`config.mk`:
```
export PLATFORM = sky130hd
export DESIGN_NAME = ahb_slave_mem_flat
export DESIGN_NICKNAME = d
export VERILOG_FILES = /design/src/rtl/ahb_slave_mem_if.sv /design/src/rtl/ahb_slave_mem.sv /design/src/flat_wrapper.sv
export SDC_FILE = /design/constraint.sdc
export NUM_CORES = 1
export LEC_CHECK = 0
export BUFFER_PORTS_ARGS = -buffer_cell sky130_fd_sc_hd__clkbuf_2
export CORE_MARGIN = 5
export CORE_UTILIZATION = 40
export CTS_BUF_LIST = sky130_fd_sc_hd__clkbuf_16
export DETAILED_ROUTE_END_ITERATION = 8
export PLACE_DENSITY_LB_ADDON = 0.12
export SYNTH_ARGS = -nofsm -noshare
export SYNTH_HDL_FRONTEND = slang
export SYNTH_SLANG_ARGS = --single-unit
```
`constraint.sdc`:
```
create_clock -name hclk -period 5.5 [get_ports hclk]
set_clock_uncertainty 0.05 [all_clocks]
set_input_delay 1.375 -clock hclk [delete_from_list [all_inputs] [get_ports hclk]]
set_output_delay 1.375 -clock hclk [all_outputs]
set_load 0.005 [all_outputs]
```
`src/rtl/ahb_slave_mem_if.sv`:
```
// AHB-Lite slave-side bus bundle: address/control, write data, bus ready in;
// slave ready, response and read data out.
interface ahb_slave_mem_if;
  logic        hsel;
  logic [31:0] haddr;
  logic [1:0]  htrans;
  logic        hwrite;
  logic [2:0]  hsize;
  logic [31:0] hwdata;
  logic        hready;
  logic        hreadyout;
  logic        hresp;
  logic [31:0] hrdata;

  modport master (
    output hsel, haddr, htrans, hwrite, hsize, hwdata, hready,
    input  hreadyout, hresp, hrdata
  );

  modport slave (
    input  hsel, haddr, htrans, hwrite, hsize, hwdata, hready,
    output hreadyout, hresp, hrdata
  );
endinterface

```
`src/rtl/ahb_slave_mem.sv`:
```
// AHB-Lite slave memory: DEPTH x 32-bit byte-lane register file, programmable wait
// states, two-cycle ERROR on illegal access. Optional macro AHB_SLV_RO_REGION_EN.

module ahb_slave_mem_lane #(
  parameter int DEPTH = 16,
  parameter int IW    = 4,
  parameter int VEC_W = 8
) (
  input  logic             hclk,
  input  logic             hreset,
  input  logic             we,
  input  logic [IW-1:0]    idx,
  input  logic [VEC_W-1:0] wdata,
  output logic [VEC_W-1:0] rdata
);
  logic [VEC_W-1:0] mem [DEPTH];

  always_ff @(posedge hclk) begin
    if (hreset) begin
      for (int i = 0; i < DEPTH; i++) mem[i] <= '0;
    end else if (we) begin
      mem[idx] <= wdata;
    end
  end

  assign rdata = mem[idx];
endmodule

module ahb_slave_mem #(
  parameter int DEPTH       = 16,
  parameter int WAIT_STATES = 1,
  parameter int RO_WORDS    = 2
) (
  input  logic            hclk,
  input  logic            hreset,
  ahb_slave_mem_if.slave  bus
);
  localparam int NUM_LANES = 4;
  localparam int VEC_W     = 8;
  localparam int IW        = (DEPTH > 1) ? $clog2(DEPTH) : 1;
  localparam logic [3:0] WS_LAST = 4'((WAIT_STATES > 0) ? WAIT_STATES - 1 : 0);
`ifdef AHB_SLV_RO_REGION_EN
  localparam bit RO_EN = 1'b1;
`else
  localparam bit RO_EN = 1'b0;
`endif

  typedef enum logic [2:0] {S_IDLE, S_WAIT, S_DONE, S_ERR1, S_ERR2} state_t;

  typedef struct packed {
    logic [IW-1:0]        idx;
    logic                 wr;
    logic [NUM_LANES-1:0] be;
  } req_t;

  state_t state_q, state_d;
  logic [3:0] cnt_q, cnt_d;
  req_t req_q;
  logic take, accept, illegal, ro_err, rdy, resp;
  logic [9:0] widx;
  logic [NUM_LANES-1:0] be_n;
  logic [NUM_LANES-1:0][VEC_W-1:0] wdata_l, rdata_l;
  logic unused_bits;

  assign unused_bits = ^{bus.haddr[31:12], bus.htrans[0]};

  assign accept = bus.hsel & bus.hready & bus.htrans[1];
  assign widx   = bus.haddr[11:2];

  always_comb begin
    be_n = '0;
    case (bus.hsize)
      3'd0:    be_n = 4'b0001 << bus.haddr[1:0];
      3'd1:    be_n = bus.haddr[1] ? 4'b1100 : 4'b0011;
      default: be_n = 4'b1111;
    endcase
  end

  // Write-protect region only bites when the optional feature is compiled in.
  assign ro_err  = RO_EN & bus.hwrite & (32'(widx) < 32'(RO_WORDS));
  assign illegal = (bus.hsize > 3'd2)
                 | ((bus.hsize == 3'd1) & bus.haddr[0])
                 | ((bus.hsize == 3'd2) & (|bus.haddr[1:0]))
                 | (32'(widx) >= 32'(DEPTH))
                 | ro_err;

  always_comb begin
    state_d = state_q;
    cnt_d   = cnt_q;
    take    = 1'b0;
    rdy     = 1'b1;
    resp    = 1'b0;
    case (state_q)
      S_WAIT: begin
        rdy = 1'b0;
        if (cnt_q == WS_LAST) begin
          cnt_d   = '0;
          state_d = S_DONE;
        end else begin
          cnt_d = cnt_q + 4'd1;
        end
      end
      S_ERR1: begin
        rdy     = 1'b0;
        resp    = 1'b1;
        state_d = S_ERR2;
      end
      S_ERR2: begin
        resp    = 1'b1;
        state_d = S_IDLE;
      end
      default: state_d = S_IDLE;
    endcase
    // Pipelined acceptance: a new address phase may overlap a completing data phase.
    if ((state_q inside {S_IDLE, S_DONE, S_ERR2}) && accept) begin
      take    = 1'b1;
      cnt_d   = '0;
      state_d = illegal ? S_ERR1 : ((WAIT_STATES > 0) ? S_WAIT : S_DONE);
    end
  end

  always_ff @(posedge hclk) begin
    if (hreset) begin
      state_q <= S_IDLE;
      cnt_q   <= '0;
      req_q   <= '0;
    end else begin
      state_q <= state_d;
      cnt_q   <= cnt_d;
      if (take) req_q <= '{idx: widx[IW-1:0], wr: bus.hwrite, be: be_n};
    end
  end

  assign wdata_l = bus.hwdata;

  for (genvar l = 0; l < NUM_LANES; l++) begin : g_lane
    ahb_slave_mem_lane #(.DEPTH(DEPTH), .IW(IW), .VEC_W(VEC_W)) u_lane (
      .hclk   (hclk),
      .hreset (hreset),
      .we     ((state_q == S_DONE) & req_q.wr & req_q.be[l]),
      .idx    (req_q.idx),
      .wdata  (wdata_l[l]),
      .rdata  (rdata_l[l])
    );
  end

  assign bus.hreadyout = rdy;
  assign bus.hresp     = resp;
  assign bus.hrdata    = ((state_q == S_DONE) && !req_q.wr) ? rdata_l : '0;
endmodule

```
`src/flat_wrapper.sv`:
```
// flat-port wrapper written by rule: the top's interface ports become plain ports
module ahb_slave_mem_flat 
#(
  parameter int DEPTH       = 16,
  parameter int WAIT_STATES = 1,
  parameter int RO_WORDS    = 2
)
  (hclk, hreset, bus_hsel, bus_haddr, bus_htrans, bus_hwrite, bus_hsize, bus_hwdata, bus_hready, bus_hreadyout, bus_hresp, bus_hrdata);
  ahb_slave_mem_if bus_i ();
  input  logic hclk;
  input  logic hreset;
  input wire logic [$bits(bus_i.hsel)-1:0] bus_hsel;
  input wire logic [$bits(bus_i.haddr)-1:0] bus_haddr;
  input wire logic [$bits(bus_i.htrans)-1:0] bus_htrans;
  input wire logic [$bits(bus_i.hwrite)-1:0] bus_hwrite;
  input wire logic [$bits(bus_i.hsize)-1:0] bus_hsize;
  input wire logic [$bits(bus_i.hwdata)-1:0] bus_hwdata;
  input wire logic [$bits(bus_i.hready)-1:0] bus_hready;
  output wire logic [$bits(bus_i.hreadyout)-1:0] bus_hreadyout;
  output wire logic [$bits(bus_i.hresp)-1:0] bus_hresp;
  output wire logic [$bits(bus_i.hrdata)-1:0] bus_hrdata;
  assign bus_i.hsel = bus_hsel;
  assign bus_i.haddr = bus_haddr;
  assign bus_i.htrans = bus_htrans;
  assign bus_i.hwrite = bus_hwrite;
  assign bus_i.hsize = bus_hsize;
  assign bus_i.hwdata = bus_hwdata;
  assign bus_i.hready = bus_hready;
  assign bus_hreadyout = bus_i.hreadyout;
  assign bus_hresp = bus_i.hresp;
  assign bus_hrdata = bus_i.hrdata;
  ahb_slave_mem #(.DEPTH(DEPTH), .WAIT_STATES(WAIT_STATES), .RO_WORDS(RO_WORDS)) u_core (.hclk(hclk), .hreset(hreset), .bus(bus_i));
endmodule
```
# ---- Word level (Yosys, flattened, before mapping)
# Memories as Yosys holds them, arrays and structs flattened. A register that Yosys moved wholly into a read port is not among the register bits.
# Cells that the tools add are included.
dict set report totals {
  output_inout_bits 34
  word_cells 92
  ff_bits 16
  memories 4
  mem_bits_rw 512
  input_bits 74
}
# memory depth width read_ports rd_clocked_by_memory_dff wr line
set memory_table {}
lappend memory_table {{u_core.g_lane[0].u_lane.mem} 16 8 1 1 16 ahb_slave_mem.sv:16} ;# logic [VEC_W-1:0] mem [DEPTH];
lappend memory_table {{u_core.g_lane[1].u_lane.mem} 16 8 1 1 16 ahb_slave_mem.sv:16}
lappend memory_table {{u_core.g_lane[2].u_lane.mem} 16 8 1 1 16 ahb_slave_mem.sv:16}
lappend memory_table {{u_core.g_lane[3].u_lane.mem} 16 8 1 1 16 ahb_slave_mem.sv:16}
dict set report op_classes {
  n_reduce_logical 15
  bitwise_logic 12
  n_shift 1
  n_addsub 1
  muxes 45
  order_cmp 2
  eq_ne 7
}
# cell n
set op_table {}
lappend op_table {{4-bit 2-to-1 mux} 14}
lappend op_table {{32-bit 2-to-1 mux} 1}
lappend op_table {{8-bit 2-to-1 mux} 4}
lappend op_table {{8-bit OR reduction} 4}
lappend op_table {{1-bit 2-to-1 mux} 21}
lappend op_table {{10-bit by 5-bit greater-or-equal comparator with 1-bit output (second input constant)} 1}
lappend op_table {{1-bit AND} 9}
lappend op_table {{3-bit by 2-bit equality test with 1-bit output (second input constant)} 3}
lappend op_table {{4-bit one-hot mux with 2 select lines} 1}
lappend op_table {{2-bit OR reduction} 4}
lappend op_table {{3-bit by 1-bit equality test with 1-bit output (second input constant)} 2}
lappend op_table {{3-bit zero test} 2}
lappend op_table {{3-bit 2-to-1 mux} 2}
lappend op_table {{3-bit one-hot mux with 2 select lines} 1}
lappend op_table {{4-bit by 1-bit adder with 4-bit output (second input constant)} 1}
lappend op_table {{4-bit zero test} 1}
lappend op_table {{1-bit by 2-bit left shift with 4-bit output (first input constant)} 1}
lappend op_table {{3-bit equality test (second input constant)} 1}
lappend op_table {{3-bit by 2-bit > comparator with 1-bit output (second input constant)} 1}
lappend op_table {{3-bit by 1-bit != test with 1-bit output (second input constant)} 1}
lappend op_table {{1-bit OR} 3}
lappend op_table {{3-bit nonzero test} 1}
lappend op_table {{1-bit logical AND} 2}
lappend op_table {{2-bit 2-to-1 mux} 1}
lappend op_table {{1-bit zero test} 1}

# ---- Longest topological paths before layout
dict set report depth {
  word_depth 8
  ltp_mapped 6
  mapped_depth_nobuf 6
}

# ---- Modules after synthesis
# From an unflattened synthesis, not the netlist that was laid out.
dict set report unflattened {
  cells_unflattened 1637
  hier_area_um2 24547.3
}
# mod area_each_um2 instances cells_per_inst seq_area_each_um2
set by_module_without_submodules {}
lappend by_module_without_submodules {{ahb_slave_mem_lane (u_core.g_lane[1].u_lane ...)} 5880.6 3 376 3843.7}
lappend by_module_without_submodules {{ahb_slave_mem_lane (u_core.g_lane[0].u_lane)} 5881.9 1 376 3843.7}
lappend by_module_without_submodules {ahb_slave_mem 1023.5 1 133 320.3}

# ---- Worst setup path before layout
# No wires, ideal clock.
dict set report synth_path {
  kind {register -> output}
  startpoint {register with a tool-made name}
  endpoint {output bus_hrdata[10]}
  t_arrival_ps 1666
  stages_incl_launch_ff 5
  slack_ps 2409
  cell_sequence {dfxtp_1 -> buf_4 -> buf_2 -> mux4_2 -> a221o_1}
}
# item line
set synth_lines {}
lappend synth_lines {{end, declared} flat_wrapper.sv:21} ;# output wire logic [$bits(bus_i.hrdata)-1:0] bus_hrdata;

# ---- Worst setup path in the final report
dict set report layout_path {
  startpoint {register u_core.state_q[1]}
  endpoint {output bus_hrdata[16]}
}
dict set report layout_between {
  elab_chain_cells 3
}
# item line
set layout_lines {}
lappend layout_lines {{start, declared} ahb_slave_mem.sv:56} ;# state_t state_q, state_d;
lappend layout_lines {{start signal, assigned} ahb_slave_mem.sv:128} ;# state_q <= state_d;
lappend layout_lines {{3-bit by 2-bit equality test with 1-bit output} ahb_slave_mem.sv:149} ;# assign bus.hrdata = ((state_q == S_DONE) && !req_q.wr) ? rdata_l : '0;
lappend layout_lines {{1-bit logical AND} ahb_slave_mem.sv:149}
lappend layout_lines {{32-bit 2-to-1 mux} ahb_slave_mem.sv:149}
# No other way between the ends.

==> results.tsv <==
metric	value	unit
layout cell share with drive strength beyond 1	24.1	%
worst setup path class	flip-flop to output pin	
Final HPWL DP	38900	um
power per cell area	315	nW/um2
Max FO, Critical Path	32	
run status	complete, no violations	
yosys synthesis warning count	0	
sum of routed wire length over all layers	59600	um
transition time of the tightest slew-check pin	1.12	ns
CTS-repair resized insts	0	
depth of the worst hold-timing path	2	
critical-path cell list	nor4b_1 > nand2b_2 > nor2_1 > a221o_1 > clkbuf_2	
count of final setup violators	0	
area after detailed placement	25600	um2
number of nets in the synthesized netlist	1656	
DRC errors left	0	
Critical Path Slowest Stage Cell	sky130_fd_sc_hd__nand2b_2	
Starting Density	40.4	%
overall global routing resource usage	17.8	%
crit start category	flip-flop	
predominant post-synthesis flop cell	sky130_fd_sc_hd__edfxtp_1	
synthesized area per cell	15.4	um2
diodes inserted	0	
top area cells in the synthesized netlist	sky130_fd_sc_hd__edfxtp_1 (63%), sky130_fd_sc_hd__and2_1 (13%), sky130_fd_sc_hd__mux4_2 (12%)	
mux share of post-synthesis cell area	13.5	%
gr ovfl total	0	
largest stage delay on the critical path	0.73	ns
synth cell count leaders	sky130_fd_sc_hd__and2_1 (512), sky130_fd_sc_hd__edfxtp_1 (512), sky130_fd_sc_hd__mux4_2 (128)	
cell type with the highest aggregate area in the netlist	sky130_fd_sc_hd__edfxtp_1	
TritonCTS clock tree	built	
global placement routability congestion	0.722	
PortBufs	86	
number of buffers inserted for hold repair after clock tree synthesis	0	
Post CTS Setup Buffer Count	0	
root buffer cell	sky130_fd_sc_hd__clkbuf_16	
Max-slew headroom	25.2	%
maximum buffer depth of the clock tree	3	
number of iterations in the first detailed-routing pass	5	
total count of hold-check failures in the final report	0	
share of Yosys cell area claimed by the top area cell type	63.2	%
register-to-register path setup slack	2.59	ns
Critical Path RT	4.07	ns
Die Span Y	257	um
total clock buffers created by CTS	58	
unrepaired setup endpoints after global routing	false	
start of the worst register-to-register path	u_core.state_q[1]$_SDFFE_PP0P_	
achievable clock frequency	214	MHz
synthesized-area fraction occupied by ao, oa, aoi and oai cells	1.71	%
largest voltage drop on the vdd net	0.216	mV
number of synthesized flops with an enable pin	512	
post-detailed-route via-to-cell ratio	5.18	
post-route cell area	27300	um2
Hold Crit Class	flip-flop to flip-flop	
sequential area share after synthesis	64.9	%
Final nets	1742	
DR WL/cell	23.9	um
fraction of the mapped netlist area in adder cells	0.103	%
endpoint of the most critical register-to-register path	u_core.g_lane[1].u_lane.mem[11][2]$_SDFFCE_PN0P_	
final slew viol count	0	
Min Hold Slack	0.449	ns
largest family of logic cells by synthesized area	simple AND/OR/NAND/NOR gates	
simple-gate portion of the synthesized area	18.0	%
proportion of register bits with asynchronous set or reset after synthesis	0	%
Die ar.	65800	um2
clock latency of the later-clocked register in the worst-skew pair	0.61	ns
gate count of the mapped netlist	1580	
post-detailed-route count of antenna-violating nets	0	
critical path capture point type	output pin	
Worst EP arrival	3.25	ns
maximum level of the CTS H-tree	2	
depth of the most critical reg-to-reg path	4	
post-placement worst setup slack	1.21	ns
number of clock sinks seen by CTS	532	
largest net degree at the start of global routing	49	
parity-gate share of the synthesized area counting xor and xnor cells	0.0360	%
Post-Synthesis Cell Area	24300	um2
synthesis-stage register bit count	532	
clock slew seen by the registers of the worst setup and hold paths	0.06	ns
number of antenna violations at the first check in global routing	1	
minimum clock period	4.68	ns
max-capacitance violation count	0	
Hold Path Sink	u_core.req_q[2]$_SDFFE_PP0P_	
final clock period utilization by the worst path	85.1	%
number of primary I/O pins	108	
total negative setup slack	0	ns
via count of the first global-routing pass	13700	
global-route wire length before repair	88300	um
Die Wd	257	um
Overall Power	8.61	mW
final worst-path setup slack	0.822	ns
Cell variety after synth	38	
Static Leakage	9.78	nW
Starting DRT DRC Count	796	
Hold Crit Start	u_core.req_q[2]$_SDFFE_PP0P_	
via count	12900	
Area growth, synth to finish	12.3	%
Floorplan Core Area	60200	um2
placement row count	90	
## placed cells by master, fill, tap and decap left out, types with 2 or more instances in the layout
cell type and count:
sky130_fd_sc_hd__ha_1 2, sky130_fd_sc_hd__inv_1 28, sky130_fd_sc_hd__nand3_1 8, sky130_fd_sc_hd__and2_1 512, sky130_fd_sc_hd__a21oi_1 4, sky130_fd_sc_hd__bufinv_16 2, sky130_fd_sc_hd__buf_4 26, sky130_fd_sc_hd__o21ai_0 2
sky130_fd_sc_hd__mux2i_1 39, sky130_fd_sc_hd__nand2_1 11, sky130_fd_sc_hd__or2_2 64, sky130_fd_sc_hd__nor3b_1 2, sky130_fd_sc_hd__nor2b_1 6, sky130_fd_sc_hd__buf_12 3, sky130_fd_sc_hd__dfxtp_4 3, sky130_fd_sc_hd__nor2_1 86
sky130_fd_sc_hd__dfxtp_1 17, sky130_fd_sc_hd__clkbuf_16 59, sky130_fd_sc_hd__clkinv_1 12, sky130_fd_sc_hd__clkinv_2 5, sky130_fd_sc_hd__nand4_1 2, sky130_fd_sc_hd__nor2_2 28, sky130_fd_sc_hd__nand2b_1 2, sky130_fd_sc_hd__a221o_1 32
sky130_fd_sc_hd__clkinv_8 2, sky130_fd_sc_hd__a311oi_1 3, sky130_fd_sc_hd__nor3_1 8, sky130_fd_sc_hd__nand3b_1 2, sky130_fd_sc_hd__edfxtp_1 512, sky130_fd_sc_hd__clkbuf_2 85, sky130_fd_sc_hd__mux4_2 128
## worst max path at each step
stage,startpoint,end,slack (ns),depth (start not counted)
2_1_floorplan,flip-flop,bus_hrdata[10],2.41,4
3_3_place_gp,hreset,u_core.g_lane[2].u_lane.mem[0][1]$_SDFFCE_PN0P_,1.27,6
3_5_place_dp,hreset,u_core.g_lane[2].u_lane.mem[1][3]$_SDFFCE_PN0P_,1.21,6
4_1_cts,u_core.state_q[1]$_SDFFE_PP0P_,bus_hrdata[16],0.68,5
5_1_grt,u_core.state_q[1]$_SDFFE_PP0P_,bus_hrdata[16],0.59,5
6_report,u_core.state_q[1]$_SDFFE_PP0P_,bus_hrdata[16],0.82,5
## power by group
| part | internal (mW) | switching, mW |
|---|---|---|
| registers | 4.56 | 0.0472 |
| clock network | 2.02 | 1.58 |
| logic | 0.151 | 0.253 |
| total | 6.73 | 1.88 |
## metrics by stage
step | util, % | instances
after floorplan | - | 1580
after global placement | 42.5 | 2388
after detailed placement | 42.5 | 2388
after CTS | 45.3 | 2493
after global routing | 45.3 | 2493
final | 45.3 | 2493
## state kept, by name, summed over array words and instances (netlist names), named ones only
signal and flops:
u_core.g_lane.u_lane.mem 512, u_core.cnt_q 4, u_core.req_q 9, u_core.state_q 3
## cells by family after synthesis
kind of cell / after synthesis
compound gates: 46
fa+ha+maj: 2
mux: 167
buf+inv: 93
simple gates: 739
flops: 532
xor+xnor: 1
## per-layer routing
| layer | part of all wire, % | track usage, % | up-vias |
|---|---|---|---|
| met5 | 0.022 | 0 | - |
| met1 | 43 | 24.1 | 6524 |
| met3 | 4.8 | 2.93 | 93 |
| met2 | 49 | 29.9 | 278 |
| li1 | - | - | 6015 |
| met4 | 2.8 | 5.71 | 2 |
## area by class of cell
class | count | area [um2]
inverters | 4 | 15.0
clock inverters | 46 | 264
well taps | 782 | 978
flip-flops and latches | 532 | 15800
multi-input cells | 955 | 8120
clock buffers | 59 | 1480
fillers | 5263 | 32900
repair buffers | 115 | 686
## worst max-delay path, delay by kind of cell, from the launching register on
family,cells,cell delay [ns]
compound gates,1,0.18
buf+inv,1,0.11
flops,1,0.46
simple gates,3,1.86
Power figures use the tool's default switching activity.
